File: config.mk
export PLATFORM = sky130hd
export DESIGN_NAME = sd_spi_master
export DESIGN_NICKNAME = d
export VERILOG_FILES = /design/src/rtl/sd_spi_pkg.sv /design/src/rtl/sd_spi_crc7.sv /design/src/rtl/sd_spi_master.sv
export SDC_FILE = /design/constraint.sdc
export NUM_CORES = 1
export LEC_CHECK = 0
export CELL_PAD_IN_SITES_DETAIL_PLACEMENT = 0
export CELL_PAD_IN_SITES_GLOBAL_PLACEMENT = 1
export CORE_MARGIN = 8
export CORE_UTILIZATION = 42
export CTS_CLUSTER_SIZE = 30
export DETAILED_ROUTE_END_ITERATION = 6
export PLACE_DENSITY = 0.88
export SYNTH_ARGS = -nofsm -noshare
export SYNTH_HDL_FRONTEND = slang
export SYNTH_SLANG_ARGS = --single-unit
File: constraint.sdc
create_clock -name CK -period 2.4 [get_ports CK]
set_input_delay 0.48 -clock CK [delete_from_list [all_inputs] [get_ports CK]]
set_output_delay 0.48 -clock CK [all_outputs]
set_load 0.02 [all_outputs]
File: src/rtl/sd_spi_pkg.sv
// ============================================================================
// Module : sd_spi_pkg
// Brief  : Shared types and constants for the SD card SPI-mode byte engine.
// Rev    : 1.0  initial release
// ============================================================================
`default_nettype none

package sd_spi_pkg;

    typedef enum logic [1:0] {
        IDLE = 2'd0,
        LOW  = 2'd1,
        HIGH = 2'd2
    } state_t;

    localparam logic [6:0] CRC7_POLY   = 7'h09;
    // ClkDiv presets for a 50 MHz CK: ~397 kHz card init clock and 25 MHz data clock
    localparam int         SD_DIV_400K = 62;
    localparam int         SD_DIV_25M  = 0;

endpackage

`default_nettype wire

File: src/rtl/sd_spi_crc7.sv
// ============================================================================
// Module : sd_spi_crc7
// Brief  : Bit-serial CRC7 (x^7 + x^3 + 1) with synchronous clear and enable.
// Rev    : 1.0  initial release
// ============================================================================
`default_nettype none

module sd_spi_crc7
    import sd_spi_pkg::*;
(
    input  logic       clk,
    input  logic       rst_n,
    input  logic       clr,
    input  logic       en,
    input  logic       bit_in,
    output logic [6:0] crc
);

    logic w_fb;

    assign w_fb = crc[6] ^ bit_in;

    always_ff @(posedge clk or negedge rst_n) begin
        if (!rst_n) begin
            crc <= 7'h00;
        end else if (clr) begin
            crc <= 7'h00;
        end else if (en) begin
            crc <= {crc[5:0], 1'b0} ^ (w_fb ? CRC7_POLY : 7'h00);
        end
    end

endmodule

`default_nettype wire

File: src/rtl/sd_spi_master.sv
// ============================================================================
// Module : sd_spi_master
// Brief  : SPI mode-0, MSB-first byte engine driving the SD slot pads.
//          Optional CRC7 generator on MOSI enabled by macro SD_SPI_CRC7_EN.
// Rev    : 1.0  initial release
// ============================================================================
`default_nettype none

module sd_spi_master
    import sd_spi_pkg::*;
#(
    parameter int DIV_W = 8
) (
    input  logic             CK,
    input  logic             RSTN,
    input  logic [DIV_W-1:0] ClkDiv,
    input  logic             CsAssert,
    input  logic             TxValid,
    output logic             TxReady,
    input  logic [7:0]       TxData,
    output logic             RxValid,
    output logic [7:0]       RxData,
    output logic             Busy,
`ifdef SD_SPI_CRC7_EN
    input  logic             CrcClr,
    output logic [6:0]       Crc7,
`endif
    output logic             SdCk,
    output logic             SdCmdOut,
    output logic             SdCmdEn,
    input  logic             SdDat0In,
    output logic             SdDat0Out,
    output logic             SdDat0En,
    output logic             SdDat3Out,
    output logic             SdDat3En
);

    state_t           r_state;
    logic [DIV_W-1:0] r_div;
    logic [DIV_W-1:0] r_hcnt;
    logic [2:0]       r_bcnt;
    logic [6:0]       r_tx_sh;
    logic [7:0]       r_rx_sh;
    logic             w_half_done;

    assign w_half_done = (r_hcnt == r_div);
    assign SdDat0Out   = 1'b0;
    assign SdDat0En    = 1'b0;

    always_ff @(posedge CK or negedge RSTN) begin
        if (!RSTN) begin
            r_state   <= IDLE;
            r_div     <= '0;
            r_hcnt    <= '0;
            r_bcnt    <= 3'd0;
            r_tx_sh   <= 7'd0;
            r_rx_sh   <= 8'd0;
            SdCk      <= 1'b0;
            SdCmdOut  <= 1'b1;
            SdCmdEn   <= 1'b0;
            SdDat3Out <= 1'b1;
            SdDat3En  <= 1'b0;
            TxReady   <= 1'b1;
            RxValid   <= 1'b0;
            RxData    <= 8'd0;
            Busy      <= 1'b0;
        end else begin
            RxValid  <= 1'b0;
            SdCmdEn  <= 1'b1;
            SdDat3En <= 1'b1;
            case (r_state)
                IDLE: begin
                    // CS only follows the request between bytes
                    SdDat3Out <= ~CsAssert;
                    if (TxValid && TxReady) begin
                        SdCmdOut <= TxData[7];
                        r_tx_sh  <= TxData[6:0];
                        r_div    <= ClkDiv;
                        r_hcnt   <= '0;
                        r_bcnt   <= 3'd0;
                        TxReady  <= 1'b0;
                        Busy     <= 1'b1;
                        r_state  <= LOW;
                    end
                end
                LOW: begin
                    if (w_half_done) begin
                        r_hcnt  <= '0;
                        SdCk    <= 1'b1;
                        r_rx_sh <= {r_rx_sh[6:0], SdDat0In};
                        r_state <= HIGH;
                    end else begin
                        r_hcnt <= r_hcnt + 1'b1;
                    end
                end
                HIGH: begin
                    if (w_half_done) begin
                        r_hcnt <= '0;
                        SdCk   <= 1'b0;
                        if (r_bcnt == 3'd7) begin
                            SdCmdOut <= 1'b1;
                            RxData   <= r_rx_sh;
                            RxValid  <= 1'b1;
                            TxReady  <= 1'b1;
                            Busy     <= 1'b0;
                            r_state  <= IDLE;
                        end else begin
                            SdCmdOut <= r_tx_sh[6];
                            r_tx_sh  <= {r_tx_sh[5:0], 1'b0};
                            r_bcnt   <= r_bcnt + 3'd1;
                            r_state  <= LOW;
                        end
                    end else begin
                        r_hcnt <= r_hcnt + 1'b1;
                    end
                end
                default: r_state <= IDLE;
            endcase
        end
    end

`ifdef SD_SPI_CRC7_EN
    logic w_crc_en;
    logic w_crc_clr;

    // The CRC sees each MOSI bit on the same CK edge the card samples it
    assign w_crc_en  = (r_state == LOW) && w_half_done;
    assign w_crc_clr = CrcClr && (r_state == IDLE);

    sd_spi_crc7 u_crc7 (
        .clk    (CK),
        .rst_n  (RSTN),
        .clr    (w_crc_clr),
        .en     (w_crc_en),
        .bit_in (SdCmdOut),
        .crc    (Crc7)
    );
`endif

endmodule

`default_nettype wire

==> results, run 1 <==
- The run finished with clean final reports.
- The die is 95.3 um tall.
- The floorplan core area is 6200 um2.
- The count of cells along the worst register-to-register path is 6.
- The synthesized design contains 0 enable-type register cells.
- The endpoint identified for the worst register-to-register timing path is r_tx_sh[3].
- The number of iterations in the first detailed-routing pass is 4.
- The Yosys warning count is 0.
- Clock-pin slew was measured on the worst setup and hold paths at around 90 ps.
- The tree built by TritonCTS fans out to roughly 50 sinks.
- The number of nets with antenna violations after detailed routing is 0.
- In this run the register-to-register setup slack is 320 ps.
- The sequential cell area fraction in the yosys report is around 48%.
- IR analysis of the VDD net gives a maximum drop of 294 uV.
- After routing the design area is 3240 um2.
- The final routed DRC violation total is 0.
- Registers take 1280 um2.
- The clock passes through at most 2 buffers.
- The global route total overflow is 0.
- The fraction of registers with async set or reset after synthesis is 100%.
- The worst path uses 86.5% of the clock period.
- After filler insertion, the fill cell instance count of the layout stands at between 500 and 600.
- Summing every instance area after synthesis gives between 2000 and 3000 um2.
- Setup repair after global routing left no endpoint under its margin.
- The count of distinct cell types in the synthesized netlist is 49.
- The worst hold path class is input port to async pin.
- The worst pin sits at a relative slew slack of 62.6%.
- The total wire length is 5910 um.
- The commonest non-fill, non-tap cell in the layout is dfrtp_1.
- The H-tree level count is 2.
- The highest clock rate is 481 MHz.
- The number of non-filler instances in the completed layout is 368.
- The final number of setup-violating endpoints is 0.
- The die covers 9080 um2.
- The slew at the pin with the worst max-slew slack is 560 ps.
- The maximum clock skew at final layout is a little under 7 ps.
- The most critical setup path has its startpoint at r_state[0].
- During placement, the flow inserted port buffers numbering 36.
- The first global-routing pass estimated 10100 um of wire.
- The largest fanout on the critical path is 8.
- The setup total negative slack is 0 ps.
- The number of global-route vias before repair is 2089.
- The power density of the placed cells is 477 nW/um2.
- The critical path in this run is classified as register to register.
- Summing all multi-input logic gate instances after layout gives approximately 1300 um2.
- The post-cts resize count is 0.
- The width of the chip is 95.3 um.
- The floorplan has 29 rows.
- The post-CTS setup buffer count is 0.
- The number of storage elements in the synthesis netlist is 51.
- After synthesis, the mean cell area works out to 10.6 um2.
- Global routing used 14.1% of the available tracks across all layers.
- Pin placement for this block handled 39 I/O pins.
- The number of nets at the end of the flow is 319.
- The number of hold buffers added after CTS was 0.
- Of the cells placed in the final design, the portion with a size suffix greater than 1 is 18.2%.
- In the synthesized netlist, the number of instances is 250.
- In this run the critical register-to-register path is launched from r_state[0].
- After detailed routing, the average wire length per cell comes to 16.0 um.
- The library cells used most frequently in the layout, excluding fill and tap cells, are dfrtp_1, clkdlybuf4s50_1, nand2_1.
- The vias after detailed routing is 2033.
- In this run, the number of DRC markers left after iteration 0 of detailed routing was 232.
- The via-per-instance ratio is 5.52.
- The placed instances occupy a cell area of 3130 um2.
- The data arrival at the endpoint of the critical path is ~2300 ps.
- The congestion estimate from routability-driven global placement came to 0.857.
- For the finished layout, the period the worst path requires is 2080 ps.
- STA classifies the critical path endpoint as a register.
- Max-cap violations in this run came to 0.
- The initial standard-cell utilization of the core is 42.6%.
- STA puts the critical path data required time at 2620 ps.
- The tree is rooted in a clkbuf_8.
- The area share of the leading cell type in the synthesized netlist is 45.5%.
- The total leakage power is ~1.4 nW.
- The core utilization of the finished layout is 52.2%.
- The clock latency on the worst-skew pair is 320 ps.
- The initial antenna violation count is 0.
- The detailed placement HPWL is around 4300 um.
- Once placement completed, the tool counted placed cells totaling 360.
- The TritonCTS clock tree is built.
- The count of antenna diodes in the layout is 0.
- The capturing instance or port of the critical path is r_tx_sh[3].
- Compared with the post-synthesis result, the final layout area differs by 22.7%.
- In this run, CTS created clock tree buffers numbering 5.
- Entering global routing, the biggest net connects 30 pins.
- The count of final hold-check violations was 0.
- The top flip-flop cell by instance count after synthesis is dfrtp_1.
- The launching element type of the critical path is a register.
- The top cell type by total area after synthesis is dfrtp_1.
- After synthesis, the cell types taking the most area are dfrtp_1, mux2_2, nand2_1, xnor2_1, ha_1.
- The number of max-slew violations in the final report was 0.
-- routing by layer --
layer | global-route usage [%] | share of wire [%]
met5 | 0 | 0
met4 | 6.63 | 1.5
met3 | 2.83 | 6.4
met2 | 23.0 | 46
met1 | 17.5 | 46
-- sequential cells by signal, indices dropped and copies added (netlist names) --
register,cells
Busy,1
RxData,8
RxValid,1
SdCk,1
SdCmdOut,1
SdDat3En,1
SdDat3Out,1
TxReady,1
r_bcnt,3
r_div,8
r_hcnt,8
r_rx_sh,8
r_state,2
r_tx_sh,7
-- critical path, cell delays in order (launching register included) --
cell      delay (ps)
dfrtp_1          460
inv_1             90
ha_1             270
and3_1           230
o21bai_1         490
nor4_1           110
a221oi_1         310
-- cell usage after synthesis, types with 2 or more instances --
| cell | count |
|---|---|
| dfrtp_1 | 48 |
| nand2_1 | 33 |
| mux2_2 | 23 |
| xnor2_1 | 13 |
| a21oi_1 | 10 |
| nor4_1 | 10 |
| clkbuf_1 | 9 |
| nor2_1 | 9 |
| ha_1 | 8 |
| nand4_1 | 7 |
| a221oi_1 | 6 |
| inv_1 | 6 |
| o21ai_0 | 6 |
| o22ai_1 | 6 |
| buf_2 | 4 |
| buf_4 | 3 |
| dfstp_2 | 3 |
| nand2b_1 | 3 |
| nor3_1 | 3 |
| nor4b_1 | 3 |
| o211ai_1 | 3 |
| o311ai_0 | 3 |
| and4_1 | 2 |
| conb_1 | 2 |
| nand3_1 | 2 |
| o221ai_1 | 2 |
-- cell families (layout without fill, tap and decap cells) --
family | Yosys count | after routing | share of synthesized area (%)
XOR/XNOR | 14 | 14 | 4.93
AO/OA/AOI/OAI | 49 | 49 | 12.9
AND/OR/NAND/NOR | 79 | 79 | 15.8
adder cells (fa/ha/maj) | 8 | 8 | 3.79
buffers and inverters | 24 | 64 | 4.07
other | 2 | 3 | 0.284
multiplexers | 23 | 23 | 9.81
flip-flops | 51 | 51 | 48.5
-- worst min path at each step --
stage | startpoint | endpoint | slack, ps | depth (start not counted)
after global placement | r_div[7] | r_div[7] | 490 | 2
after global routing | RSTN | r_tx_sh[1] | 180 | 1
after detailed placement | r_div[5] | r_div[5] | 490 | 2
after floorplan | RSTN | Busy | 180 | 0
after CTS | RSTN | r_tx_sh[1] | 160 | 1
final | RSTN | r_tx_sh[1] | 140 | 1
-- stage by stage --
| stage | total power [W] | hold WS, ps | worst slack [ps] |
|---|---|---|---|
| finish | 0.00155 | 137 | 323 |
| global placement | 0.000947 | 487 | 223 |
| global route | 0.00161 | 178 | 96.7 |
| CTS | 0.00157 | 155 | 318 |
| detailed placement | 0.000948 | 491 | 151 |
| floorplan | 0.000892 | 184 | 553 |
-- power by group --
group | switching (W) | internal [W] | total [W] | leakage, nW
sequential | 0.00000155 | 0.000862 | 0.000864 | 0.666
clock | 0.000303 | 0.000316 | 0.000619 | 0.0587
combinational | 0.0000296 | 0.0000359 | 0.0000655 | 0.663
total | 0.000334 | 0.00121 | 0.00155 | 1.39
-- layout make-up --
class                      count  share of cell area, %
clock buffer                   5                   2.12
clock inverter                 3                   1.47
inverter                       7                  0.810
multi-input combinational    176                   38.8
sequential                    51                   39.5
tap                           77                   2.97
timing repair buffer          49                   14.4
Power figures use the tool's default switching activity.
==> run 2: changes to the inputs <==
ABC_AREA = 1   (was not set)
CORE_UTILIZATION = 39   (was 42)
PLACE_DENSITY = 0.87   (was 0.88)
==> run 2 against run 1 <==
  * Flip-flop and latch count stayed put
  * Utilization shrank 3.5 points
  * Via count rose by 1.6%
  * Clock power down 3.4%
  * Setup slack improved by 120 ps
  * Synthesized cell count rose by 24%
  * First-iteration DRC count is 55% lower
==> results, run 2 <==
- The root buffer cell is clkbuf_8.
- The number of cells produced by synthesis is 311 (+24%).
- The total global routing track utilization is 12.3% (-1.8 points).
- The critical path goes through clkdlybuf4s50_1.
- The largest net degree at the start of global routing was 25 (-17%).
- The number of DRC violations after detailed-routing iteration 0 is 104 (-55%).
- The combinational power share came to 5.7% (+1.5 points).
- The number of max-slew violations in the final report was 0 (unchanged).
- The total CTS buffers came to 5 (unchanged).
- The fraction of final layout cells with drive strength greater than 1 came to 9.35% (-8.9 points).
- The routability congestion estimate came to 0.781 (-8.8%).
- The sequential group share of total power is 56.0% (+0.2 points).
- The number of nets at the end of the flow was 381 (+19%).
- The overall power was 0.00156 W (+0.90%).
- The initial standard-cell utilization of the core was 39.8% (-2.7 points).
- TritonCTS built the clock tree.
- The final number of setup-violating endpoints is 0 (unchanged).
- The net load switching power is 0.000337 W (+0.94%).
- The highest clock rate came to 510 MHz (+6.0%).
- The wire length per cell after detailed routing is 12.1 um (-24%).
- The fraction of met1 tracks used by global routing is 15.7% (-1.8 points).
- The vias after detailed routing is 2065 (+1.6%).
- The fraction of met2 tracks used by global routing is 19.6% (-3.4 points).
- The required time of the critical path is 1920 ps (-700 ps).
- The final routed DRC violation total was 0 (unchanged).
- The via-per-instance ratio is 4.80 (-13%).
- The worst-case setup margin in the final layout is 440 ps (+117 ps).
- The number of global-route vias before repair is 2006 (-4.0%).
- The I/O pin total is 39 (unchanged).
- On the critical path, the stage with the largest delay is an instance of clkdlybuf4s50_1.
- The count of input and output buffers was 36 (unchanged).
- The floorplan core area came to 6280 um2 (+1.2%).
- The total wire length was 5220 um (-12%).
- The setup total negative slack came to 0 ps (unchanged).
- The placement-stage worst setup slack is 429 ps (+278 ps).
- The number of hold-repair buffers added at the cts stage was 0 (unchanged).
- The cell-internal power was 0.00122 W (+0.88%).
- The maximum clock skew at final layout is 5.49 ps (-1.35 ps).
- The sequential cell area fraction in the yosys report is 51.2% (+2.7 points).
- The die span in y is 96.1 um (+0.80%).
- The post-place instance area was 2950 um2 (-5.7%).
- After global routing, the most crowded layer is met2.
- The Yosys warning count is 0 (unchanged).
- By area the synthesized netlist is led by dfrtp_1, nand2_1, ha_1, dfstp_2, inv_1.
- The synthesized area is 2500 um2 (-5.4%).
- The data arrival at the endpoint of the critical path was 1480 ps (-810 ps).
- The critical path buffer and inverter count is 1 (unchanged).
- The clock group share of total power came to 38.3% (-1.7 points).
- The area share of the leading cell type in the synthesized netlist came to 48.0% (+2.6 points).
- The fraction of registers with async set or reset after synthesis is 100% (unchanged).
- The global route total overflow is 0 (unchanged).
- The shortest clock period the worst path allows after layout is 1960 ps (-117 ps).
- The final period utilization came to 81.7% (-4.9 points).
- The path class of the tightest hold or removal check is input port to async pin.
- The number of nets with antenna violations after detailed routing is 0 (unchanged).
- The count of final hold-check violations was 0 (unchanged).
- The biggest cell delay along the critical path is 610 ps (+120 ps).
- The launching element type of the critical path is a register.
- The largest fanout on the critical path came to 4 (-4).
- The cell family contributing the most delay on the critical path is buffers and inverters.
- The max-capacitance violation count is 0 (unchanged).
- The relative area change from synthesis to final layout is 22.4%.
- The clock latency on the worst-skew pair is 300 ps (-20 ps).
- The commonest non-fill, non-tap cell in the layout is nand2_1.
- The count of flip-flops with a built-in enable after synthesis is 0 (unchanged).
- The global routing met3 resource utilization was 3.51% (+0.68 points).
- The synthesized area per cell is 8.04 um2 (-24%).
- The count of distinct cell types in the synthesized netlist came to 29 (-41%).
- The number of clock sinks is 51 (unchanged).
- The most numerous cell in the Yosys netlist is nand2_1.
- The filler cell count was 617 (+13%).
- The maximum buffer depth of the clock tree came to 2 (unchanged).
- The cell row count is 29 (unchanged).
- The area enclosed by the die boundary is 9230 um2 (+1.6%).
- The top flip-flop cell by instance count after synthesis is dfrtp_1.
- The initial antenna violation count is 0 (unchanged).
- The worst ir drop on vdd is 345 uV (+18%).
- The clock-pin slew of the registers on the worst-case setup and hold paths came to 90 ps (about the same).
- The run finished with clean final reports.
- In the layout the commonest cells are nand2_1, dfrtp_1, clkdlybuf4s50_1.
- The worst setup path is captured at an output port.
- The width of the chip came to 96.1 um (+0.80%).
- The wire length of the first global-routing pass is 9050 um (-10%).
- The count of antenna diodes in the layout is 0 (unchanged).
- The largest total area in the synthesized netlist belongs to dfrtp_1.
- The finished layout cell area came to 3060 um2 (-5.6%).
- The number of storage elements in the synthesis netlist was 51 (unchanged).
- The critical path is of the register to output port type.
- Setup repair after global routing left no endpoint under its margin.
- The number of iterations in the first detailed-routing pass was 4 (unchanged).
- The post-cts resize count is 0 (unchanged).
- The detailed placement HPWL is 3770 um (-13%).
- The switching power as a share of total power is 21.6% (about the same).
- The H-tree level count is 2 (unchanged).
- The power density of the placed cells is 510 nW/um2 (+6.9%).
- The post-CTS setup buffer count is 0 (unchanged).
- The total leakage power is 1.60 nW (+15%).
- By count the netlist is led by nand2_1, dfrtp_1, inv_1.
==> run 2: cell types whose count changed after synthesis, moves of 10 or more <==
cell,previous run,this run
nand2_1,33,145
nand3_1,2,14
nor4_1,10,0
inv_1,6,21
mux2_2,23,0
xnor2_1,13,3
==> run 2: area by class of cell <==
cell class                 count  area [um2]  area share, %
inverter                      26         100           3.27
clock buffer                   5        68.8           2.25
clock inverter                 3        43.8           1.43
timing repair buffer          42         400           13.1
sequential                    51        1280           41.8
tap                           77        96.3           3.15
multi-input combinational    226        1070           35.0
==> run 2: power by group through the flow <==
stage               registers [W]  clock network, W   logic, W
floorplan                0.000893                 0  0.0000318
global placement         0.000891                 0  0.0000914
detailed placement       0.000891                 0  0.0000914
CTS                      0.000875          0.000624  0.0000918
global route             0.000876          0.000654   0.000101
finish                   0.000874          0.000598  0.0000892
==> run 2: worst paths after layout <==
check / depth (start not counted) / slack [ps] / start / end
hold / removal: 1 / 60 / RSTN / r_tx_sh[1]
max in group asynchronous: 2 / 1730 / RSTN / RxData[3]
setup / recovery: 1 / 440 / TxReady / TxReady
min in group CK: 2 / 480 / r_tx_sh[0] / r_tx_sh[0]
setup reg to reg: 10 / 560 / r_state[1] / r_hcnt[5]
hold reg to reg: 2 / 480 / r_tx_sh[0] / r_tx_sh[0]
==> run 2: stage by stage <==
| step | cells | utilization (%) | hold WS, ps |
|---|---|---|---|
| 2_1_floorplan | 312 | - | 184 |
| 3_3_place_gp | 422 | 46.9 | 402 |
| 3_5_place_dp | 422 | 46.9 | 399 |
| 4_1_cts | 430 | 48.7 | 58.6 |
| 5_1_grt | 430 | 48.7 | 67.7 |
| 6_report | 430 | 48.7 | 63.5 |
==> run 2: per-layer routing <==
| metal | up-vias | part of all wire (%) |
|---|---|---|
| met4 | 0 | 1.1 |
| li1 | 1048 | - |
| met1 | 960 | 48 |
| met5 | - | 0 |
| met3 | 5 | 6.6 |
| met2 | 52 | 44 |
==> run 2: logic make-up (layout without fill, tap and decap cells) <==
kind of cell | Yosys count | after routing | share of synthesized area [%]
AO/OA/AOI/OAI | 20 | 20 | 4.05
XOR/XNOR | 6 | 6 | 2.10
adder cells (fa/ha/maj) | 8 | 8 | 4.00
buffers and inverters | 35 | 76 | 6.16
flip-flops | 51 | 51 | 51.2
other | 2 | 3 | 0.300
AND/OR/NAND/NOR | 189 | 189 | 32.2
==> run 3: changes to the inputs <==
CORE_UTILIZATION = 35   (was 39)
PLACE_DENSITY = 0.83   (was 0.87)
clock period = 1.6 ns   (was 2.4 ns; I/O delays follow)
==> run 3 against run 2 <==
  * Final cell count is 12% higher
  * Clock power rose by 31%
  * Critical path depth stayed put
  * Non-clock buffer count rose by 30
  * Via count rose by 3.4%
  * Wire length is 6.0% higher
  * Count of clock-buffer cells in the layout is the same
  * Flip-flop and latch count unchanged
  * Critical path type unchanged
  * Largest cell class unchanged
==> results, run 3 (synthesis results as in run 2) <==
- The run finished with clean final reports.
- The launching element type of the critical path is a register.
- The shortest clock period the worst path allows after layout is 1520 ps.
- The wire length per cell after detailed routing came to 11.5 um (-5.6%).
- The number of iterations in the first detailed-routing pass is 4 (unchanged).
- Static timing analysis puts the maximum clock frequency at 657 MHz.
- The die span in y was 101 um (+4.6%).
- The worst setup slack for register-to-register paths came to 90 ps (-470 ps).
- The area enclosed by the die boundary is 10100 um2 (+9.5%).
- The maximum buffer depth of the clock tree is 2 (unchanged).
- The number of logic stages on the critical path including buffering is 1 (unchanged).
- The H-tree level count was 2 (unchanged).
- The largest net degree at the start of global routing came to 52 (+110%).
- The critical register-to-register path endpoint is r_tx_sh[3].
- The I/O pin total is 39 (unchanged).
- The critical path buffer and inverter count was 1 (unchanged).
- The filler cell count is 670 (+8.6%).
- The maximum clock skew at final layout is 9.11 ps (+3.62 ps).
- The largest individual stage delay along the critical path comes from the cell dfstp_2.
- The fraction of met1 tracks used by global routing is 14.5% (-1.2 points).
- The final number of setup-violating endpoints came to 0 (unchanged).
- The cell row count is 31 (+6.9%).
- The detailed placement HPWL is 3890 um (+3.3%).
- The number of nets with antenna violations after detailed routing is 0 (unchanged).
- The fraction of met2 tracks used by global routing is 18.8% (-0.82 points).
- The global route total overflow is 0 (unchanged).
- The finished layout cell area is 3450 um2 (+13%).
- The number of cells on the worst hold path is 2.
- The via-per-instance ratio is 4.42 (-8.0%).
- The number of global-route vias before repair is 2102 (+4.8%).
- The number of clock sinks came to 51 (unchanged).
- The count of cells along the worst register-to-register path was 6 (-4).
- The clock-pin slew of the registers on the worst-case setup and hold paths came to 100 ps (about the same).
- The vias after detailed routing came to 2135 (+3.4%).
- The top cell types in the final layout, fill and taps aside, are nand2_1, dfrtp_1, buf_4.
- The cell family contributing the most delay on the critical path is flip-flops.
- The launch point of the worst reg-to-reg path is r_bcnt[0].
- STA classifies the critical path endpoint as an output port.
- The number of nets at the end of the flow was 412 (+8.1%).
- The number of DRC violations after detailed-routing iteration 0 came to 107 (+2.9%).
- The max-capacitance violation count is 0 (unchanged).
- The total CTS buffers is 5 (unchanged).
- The count of final hold-check violations is 0 (unchanged).
- The total global routing track utilization is 11.6% (-0.73 points).
- The worst ir drop on vdd is 329 uV (-4.8%).
- The power density of the placed cells came to 648 nW/um2 (+27%).
- The critical path in this run is classified as register to output port.
- The biggest cell delay along the critical path is 590 ps (-20 ps).
- The core utilization of the finished layout is 48.6% (-0.14 points).
- The count of input and output buffers was 36 (unchanged).
- The initial standard-cell utilization of the core is 35.2% (-4.6 points).
- The relative area change from synthesis to final layout is 38.0%.
- The largest fanout on the critical path is 4 (unchanged).
- The count of antenna diodes in the layout is 0 (unchanged).
- The total leakage power is 1.89 nW (+18%).
- Setup repair after global routing could not meet its margin everywhere.
- The floorplan core area is 7100 um2 (+13%).
- The clock latency on the worst-skew pair is 300 ps (about the same).
- The data arrival at the endpoint of the critical path is 1200 ps (-280 ps).
- The end of the worst hold path is RxData[7].
- The startpoint of the worst hold path is RxData[7].
- The routability congestion estimate was 0.792 (+1.4%).
- The global routing met3 resource utilization is 3.25% (-0.26 points).
- Traced cell by cell, the critical path runs through clkdlybuf4s15_1.
- After global routing, the most crowded layer is met2.
- The required time of the critical path is 1280 ps (-640 ps).
- The TritonCTS clock tree is built.
- The initial antenna violation count came to 0 (unchanged).
- The post-place instance area was 3180 um2 (+7.9%).
- The number of max-slew violations in the final report is 0 (unchanged).
- The final period utilization is 95.1%.
- The fraction of final layout cells with drive strength greater than 1 is 21.4% (+12 points).
- The worst hold path class is register to register.
- The total wire length is 5540 um (+6.0%).
- The width of the chip is 101 um (+4.6%).
- The wire length of the first global-routing pass came to 9410 um (+4.0%).
- The final routed DRC violation total is 0 (unchanged).
- CTS placed an instance of clkbuf_8 at the clock tree root.
- The library cell used most frequently in the layout, excluding fill and tap cells, is nand2_1.
[run 3: changes by cell type in the layout (fill, tap and decap cells not counted), sizes merged]
| cell | before | now |
|---|---|---|
| buf | 7 | 36 |
| clkdlybuf4s50 | 35 | 19 |
| dlygate4sd2 | 0 | 12 |
| dlymetal6s2s | 0 | 3 |
| inv | 26 | 28 |
| bufinv | 1 | 0 |
| clkdlybuf4s15 | 0 | 1 |
| clkinv | 2 | 1 |
| dlygate4sd3 | 0 | 1 |
| nand3 | 16 | 17 |
[run 3: metrics by stage]
stage | power (W) | TNS [ps] | hold WS (ps) | setup slack (ps) | cells
final | 0.00224 | 0 | 481 | 78.8 | 483
after global routing | 0.00234 | -216 | 499 | -32.3 | 483
after CTS | 0.00228 | 0 | 484 | 0.443 | 478
after detailed placement | 0.00148 | -255 | 336 | -110 | 469
after global placement | 0.00148 | -120 | 336 | -89.5 | 469
after floorplan | 0.00139 | 0 | 24.4 | 47.7 | 312
[run 3: worst max-delay path by stage]
stage                    start         to  slack, ps
floorplan           r_state[0]  r_hcnt[4]         50
CTS                   SdDat3En   SdDat3En        0.4
finish                 TxReady    TxReady         80
global route         r_hcnt[6]       Busy        -30
detailed placement     TxValid  r_hcnt[6]       -110
global placement       TxValid  r_hcnt[6]        -90
[run 3: routing by layer]
metal	vias to the layer above	wire length (um)
met2	41	2590
li1	1113	-
met1	971	2610
met3	10	247
met4	0	84
met5	-	0
[run 3: where the power goes]
group / leakage (nW) / switching, W / internal (W)
clock: 0.0491 / 0.000460 / 0.000323
combinational: 1.18 / 0.0000703 / 0.0000715
sequential: 0.661 / 0.00000822 / 0.00130
total: 1.89 / 0.000539 / 0.00170
[run 3: area by class of cell]
class | instances | area, um2 | share of cell area [%]
Sequential cell | 51 | 1280 | 37.1
Multi-Input combinational cell | 227 | 1200 | 34.7
Timing Repair Buffer | 72 | 653 | 18.9
Tap cell | 99 | 124 | 3.59
Inverter | 26 | 100 | 2.90
Clock buffer | 5 | 68.8 | 1.99
Clock inverter | 3 | 26.3 | 0.762
[run 3: repair_timing]
item | CTS | global route
cloned | 0 | 2
resized for setup | 18 | 37
hold endpoints to repair | 30 | 0
hold buffers | 1 | 0
endpoints found under the setup margin | 22 | 49
buffers inserted | 0 | 4
pin swaps | 0 | 11
==> edit 1, RTL diff (flow settings as in run 1) <==
Add a define of `SD_SPI_CRC7_EN`.
--- a/src/rtl/sd_spi_master.sv
+++ b/src/rtl/sd_spi_master.sv
@@ -5,6 +5,8 @@
 // Rev    : 1.0  initial release
 // ============================================================================
 `default_nettype none
+
+`define SD_SPI_CRC7_EN
 
 module sd_spi_master
     import sd_spi_pkg::*;
Interface: changed (added Crc7 and CrcClr); port bits go from 39 to 47. The function was not compared with the original's and may differ.
==> edit 1 against run 1 <==
- sequential cell count increased by 7
- via count decreased by 4.9%
- clock skew increased by 0.0029 ns
- cell area increased by 7.0%
- critical path depth decreased by 1
- final cell count increased by 2.4%
- worst hold slack improved by 0.14 ns
- highest routed layer unchanged
- setup slack got worse by 0.014 ns
- synthesized area increased by 5.4%
- first-iteration DRC count decreased by 49%
- routed wire length decreased by 5.2%
Power is not compared: it rests on default switching activity, and its combinational part moved more than twofold at a synthesized area within 25%.
==> edit 1: results (changes against run 1) <==
[status]
status = completed

[route]
dr.pass1.iters = 4  ; unchanged
drt_iter0_drc = 119  ; -49%
wl_mm = 5.60  ; -5.2%
vias_per_cell = 5.13  ; -7.2%

[synthesis]
synth_compound_area_share_pct = 9.30  ; -3.6 points
yosysWarnings = 0  ; unchanged
synth.area.top_cells = dfrtp_1 (49%), nand2_1 (4.4%), mux2i_1 (4.3%)
async_flop_share_pct = 100  ; unchanged
synth_mux_area_share_pct = 11.6  ; +1.8 points
yosysSeqAreaShare_pct = 52.3  ; +3.8 points
synth_cell_types = 41  ; -16%
synthTopCellsByCount = dfrtp_1 (55), nand2_1 (33), nor2_1 (21)
synth_xor_area_share_pct = 5.03  ; +0.11 points
synthAdderAreaFrac_pct = 3.60  ; -0.19 points

[cts]
clk-insertion-delay-late_ns = 0.34  ; +0.02 ns
postCtsSetupBuffers = 0  ; unchanged
cts-hold-fix-buffers = 0  ; unchanged
cts-resized-gates = 0  ; unchanged
cts_buffer_depth = 2  ; unchanged
ctsRootBufferMaster = clkbuf_8
htreeDepth = 3  ; +1
cts_made_buffers = 9  ; +4
clk_pin_slew_ns = 0.07  ; -0.02 ns

[power_and_ir_drop]
p_int_uw = 2180
comb_power_uw = 1120
vdd_drop_max_v = 0.000446

[global_routing]
antenna_found_initial = 0  ; unchanged
grt_usage_pct = 12.4  ; -1.7 points
grt_pass1_vias = 2086  ; -0.14%
grt_max_degree = 59  ; +97%
grt_pass1_wl_mm = 9.69  ; -3.6%

[critical_path]
reg2reg_setup_slack_ns = 0.31
r2r_cells = 5  ; -1
critPathMaxFanout = 10  ; +2
endpoint_kind = flop
rr_endpoint = RxData[3]$_DFFE_PN0P_
cp-startpoint = r_hcnt[6]$_DFFE_PN0P_
cp_slowest_cell = nor4_4
slowest_delay_ns = 0.54  ; +0.05 ns

[placed_design]
io_buffer_count = 44  ; +22%
gp_congestion = 0.739  ; -14%
hpwl_mm = 4.10  ; -5.2%

[worst_hold_path]
min_path_type = in -> async

[finish]
num-fill-cells = 554  ; +1.5%
drive_above_1_share_pct = 16.0  ; -2.2 points
diodes = 0  ; unchanged
nets = 325  ; +1.9%

[timing]
worst_slew_pin_slew_ns = 0.727  ; +0.168 ns
worst_clock_skew_ns = 0.00970  ; +0.00285 ns

edit 1: layout make-up:
type | instances | share of cell area (%)
multi-input cells | 170 | 35.8
flip-flops and latches | 58 | 41.9
clock buffers | 13 | 4.58
repair buffers | 50 | 13.8
well taps | 77 | 2.78
clock inverters | 3 | 0.433
inverters | 6 | 0.649
edit 1: worst min-delay path by stage:
stage,from,end,cells after the start
2_1_floorplan,RSTN,Busy$_DFFE_PN0P_,0
3_3_place_gp,SdDat3Out$_DFFE_PN1P_,SdDat3Out$_DFFE_PN1P_,2
3_5_place_dp,RxData[0]$_DFFE_PN0P_,RxData[0]$_DFFE_PN0P_,1
4_1_cts,RSTN,RxValid$_DFF_PN0_,2
5_1_grt,RSTN,RxValid$_DFF_PN0_,2
6_report,RSTN,RxData[6]$_DFFE_PN0P_,2
edit 1: cells by family (layout without fill, tap and decap cells):
family                   after synthesis  in the layout
multiplexers                          30             30
adder cells (fa/ha/maj)                8              8
XOR/XNOR                              16             16
other                                  2              3
buffers and inverters                 17             72
AO/OA/AOI/OAI                         35             35
AND/OR/NAND/NOR                       78             78
flip-flops                            58             58
edit 1: per-stage QoR:
stage	area (µm²)	power (µW)	hold slack (ns)	instances	setup WS [ns]
global route	3470	3540	0.344	377	0.199
finish	3470	3320	0.280	377	0.309
CTS	3470	3360	0.310	377	0.282
floorplan	2790	2170	0.184	245	0.386
detailed placement	3300	2560	0.476	361	0.213
global placement	3300	2520	0.455	361	0.258
edit 1: metal layers:
layer / track usage [%] / part of all wire (%)
met1: 13.6 / 43
met2: 20.3 / 49
met3: 4.84 / 6.0
met4: 6.18 / 2.0
met5: 0 / 0
edit 1: critical path, delay by kind of cell, from the launching register on:
family	cells	cell delay, ns
flops	1	0.41
mux	1	0.34
simple gates	3	1.00
xor+xnor	1	0.20
==> edit 2, RTL diff (config.mk and constraints of run 1) <==
Without the edit above. Re-encode `state_t` (3 states) as one-hot, 3 bits wide.
--- a/src/rtl/sd_spi_pkg.sv
+++ b/src/rtl/sd_spi_pkg.sv
@@ -7,10 +7,10 @@
 
 package sd_spi_pkg;
 
-    typedef enum logic [1:0] {
-        IDLE = 2'd0,
-        LOW  = 2'd1,
-        HIGH = 2'd2
+    typedef enum logic [2:0] {
+        IDLE = 3'b001,
+        LOW  = 3'b010,
+        HIGH = 3'b100
     } state_t;
 
     localparam logic [6:0] CRC7_POLY   = 7'h09;
Formal check against the unedited RTL: no difference found for any inputs over 10 cycles, from zero or initial values and one cycle with RSTN low; not proved beyond that.
==> edit 2 against run 1 <==
- synthesized area fell by 11%
- sequential cell count up 1
- setup slack improved by 0.030 ns
- worst hold slack better by 0.13 ns
- cell area down 9.5%
- routed wire length fell by 26%
- count of clock-buffer cells in the layout rose by 2
- synthesized cell count is 27% lower
- sequential share of layout area increased by 5.0 points
- largest cell class unchanged
Power is not compared: it rests on default switching activity, and its combinational part moved more than twofold at a synthesized area within 25%.
==> edit 2: results (changes against run 1) <==
[status]
status = completed

[power_and_ir_drop]
p_sw_share_pct = 26.5
seq_power_uw = 1180

[placed_design]
place_area_mm2 = 0.00281  ; -10%
gp_congestion = 0.730  ; -15%
dp.cells = 289  ; -20%
hpwl_mm = 3.06  ; -29%
dp_slack_ns = 0.303  ; +0.152 ns

[synthesis]
synth.area.top_cells = dfrtp_1 (51%), xor2_1 (5.2%), mux2_4 (5.1%)
postSynthCellCount = 183  ; -27%
synth_compound_area_share_pct = 9.39  ; -3.5 points
synthAdderAreaFrac_pct = 1.60  ; -2.2 points
synth_mux_area_share_pct = 13.2  ; +3.4 points
synth_cell_types = 42  ; -14%
synthTopCellsByCount = dfrtp_1 (48), xor2_1 (14), nor2_1 (10)
synth_xor_area_share_pct = 5.23  ; +0.30 points
yosysSeqAreaShare_pct = 55.7  ; +7.2 points

[route]
drt_iter0_drc = 150  ; -35%
vias = 1520  ; -25%
wl_per_cell_um = 14.8  ; -8.0%
vias_per_cell = 5.12  ; -7.4%

[critical_path]
critPathMaxFanout = 9  ; +1
crit_end = r_rx_sh[1]$_DFFE_PN0P_
r2r_cells = 5  ; -1
arrival_ns = 2.24  ; -0.05 ns
slowest_delay_ns = 0.44  ; -0.05 ns
cp_top_family = simple AND/OR/NAND/NOR gates
regToRegStartpoint = r_hcnt[4]$_DFFE_PN0P_

[global_routing]
grt_pass1_vias = 1633  ; -22%
grt_usage_pct = 11.7  ; -2.4 points
grt_pass1_wl_mm = 7.82  ; -22%
grt_max_degree = 53  ; +77%

[timing]
worst_clock_skew_ns = 0.00848  ; +0.00164 ns
maxSlewHeadroom_pct = 57.0  ; -5.6 points
setup_slack_ns = 0.352  ; +0.0296 ns

[finish]
design_area_mm2 = 0.00294  ; -9.5%
nets = 248  ; -22%
drive_above_1_share_pct = 21.3  ; +3.1 points
num-fill-cells = 467  ; -14%

==> edit 2: stage by stage <==
step	hold slack, ns	total power [µW]
floorplan	0.184	1480
global placement	0.469	1650
detailed placement	0.471	1670
CTS	0.291	2320
global route	0.334	2430
finish	0.271	2300
==> edit 2: layer usage <==
metal	up-vias	GRT usage (%)	wire length [µm]	part of all wire (%)
li1	731	-	-	-
met1	747	14.8	2030	46
met2	35	18.0	2060	47
met3	7	3.99	220	5.0
met4	0	4.16	69	1.6
met5	-	0	0	0
==> edit 2: final cells by class <==
type                            instances  share of cell area, %
Sequential cell                        52                   44.5
Inverter                                3                  0.384
Multi-Input combinational cell        119                   33.4
Clock buffer                            7                   3.28
Clock inverter                          1                   1.02
Timing Repair Buffer                   43                   14.3
Tap cell                               72                   3.07
==> edit 2: worst reg2reg max path, delay by kind of cell (launching register included) <==
family           cells  cell delay [ns]
flip-flops           1             0.44
AND/OR/NAND/NOR      3             0.94
XOR/XNOR             1             0.19
multiplexers         1             0.37
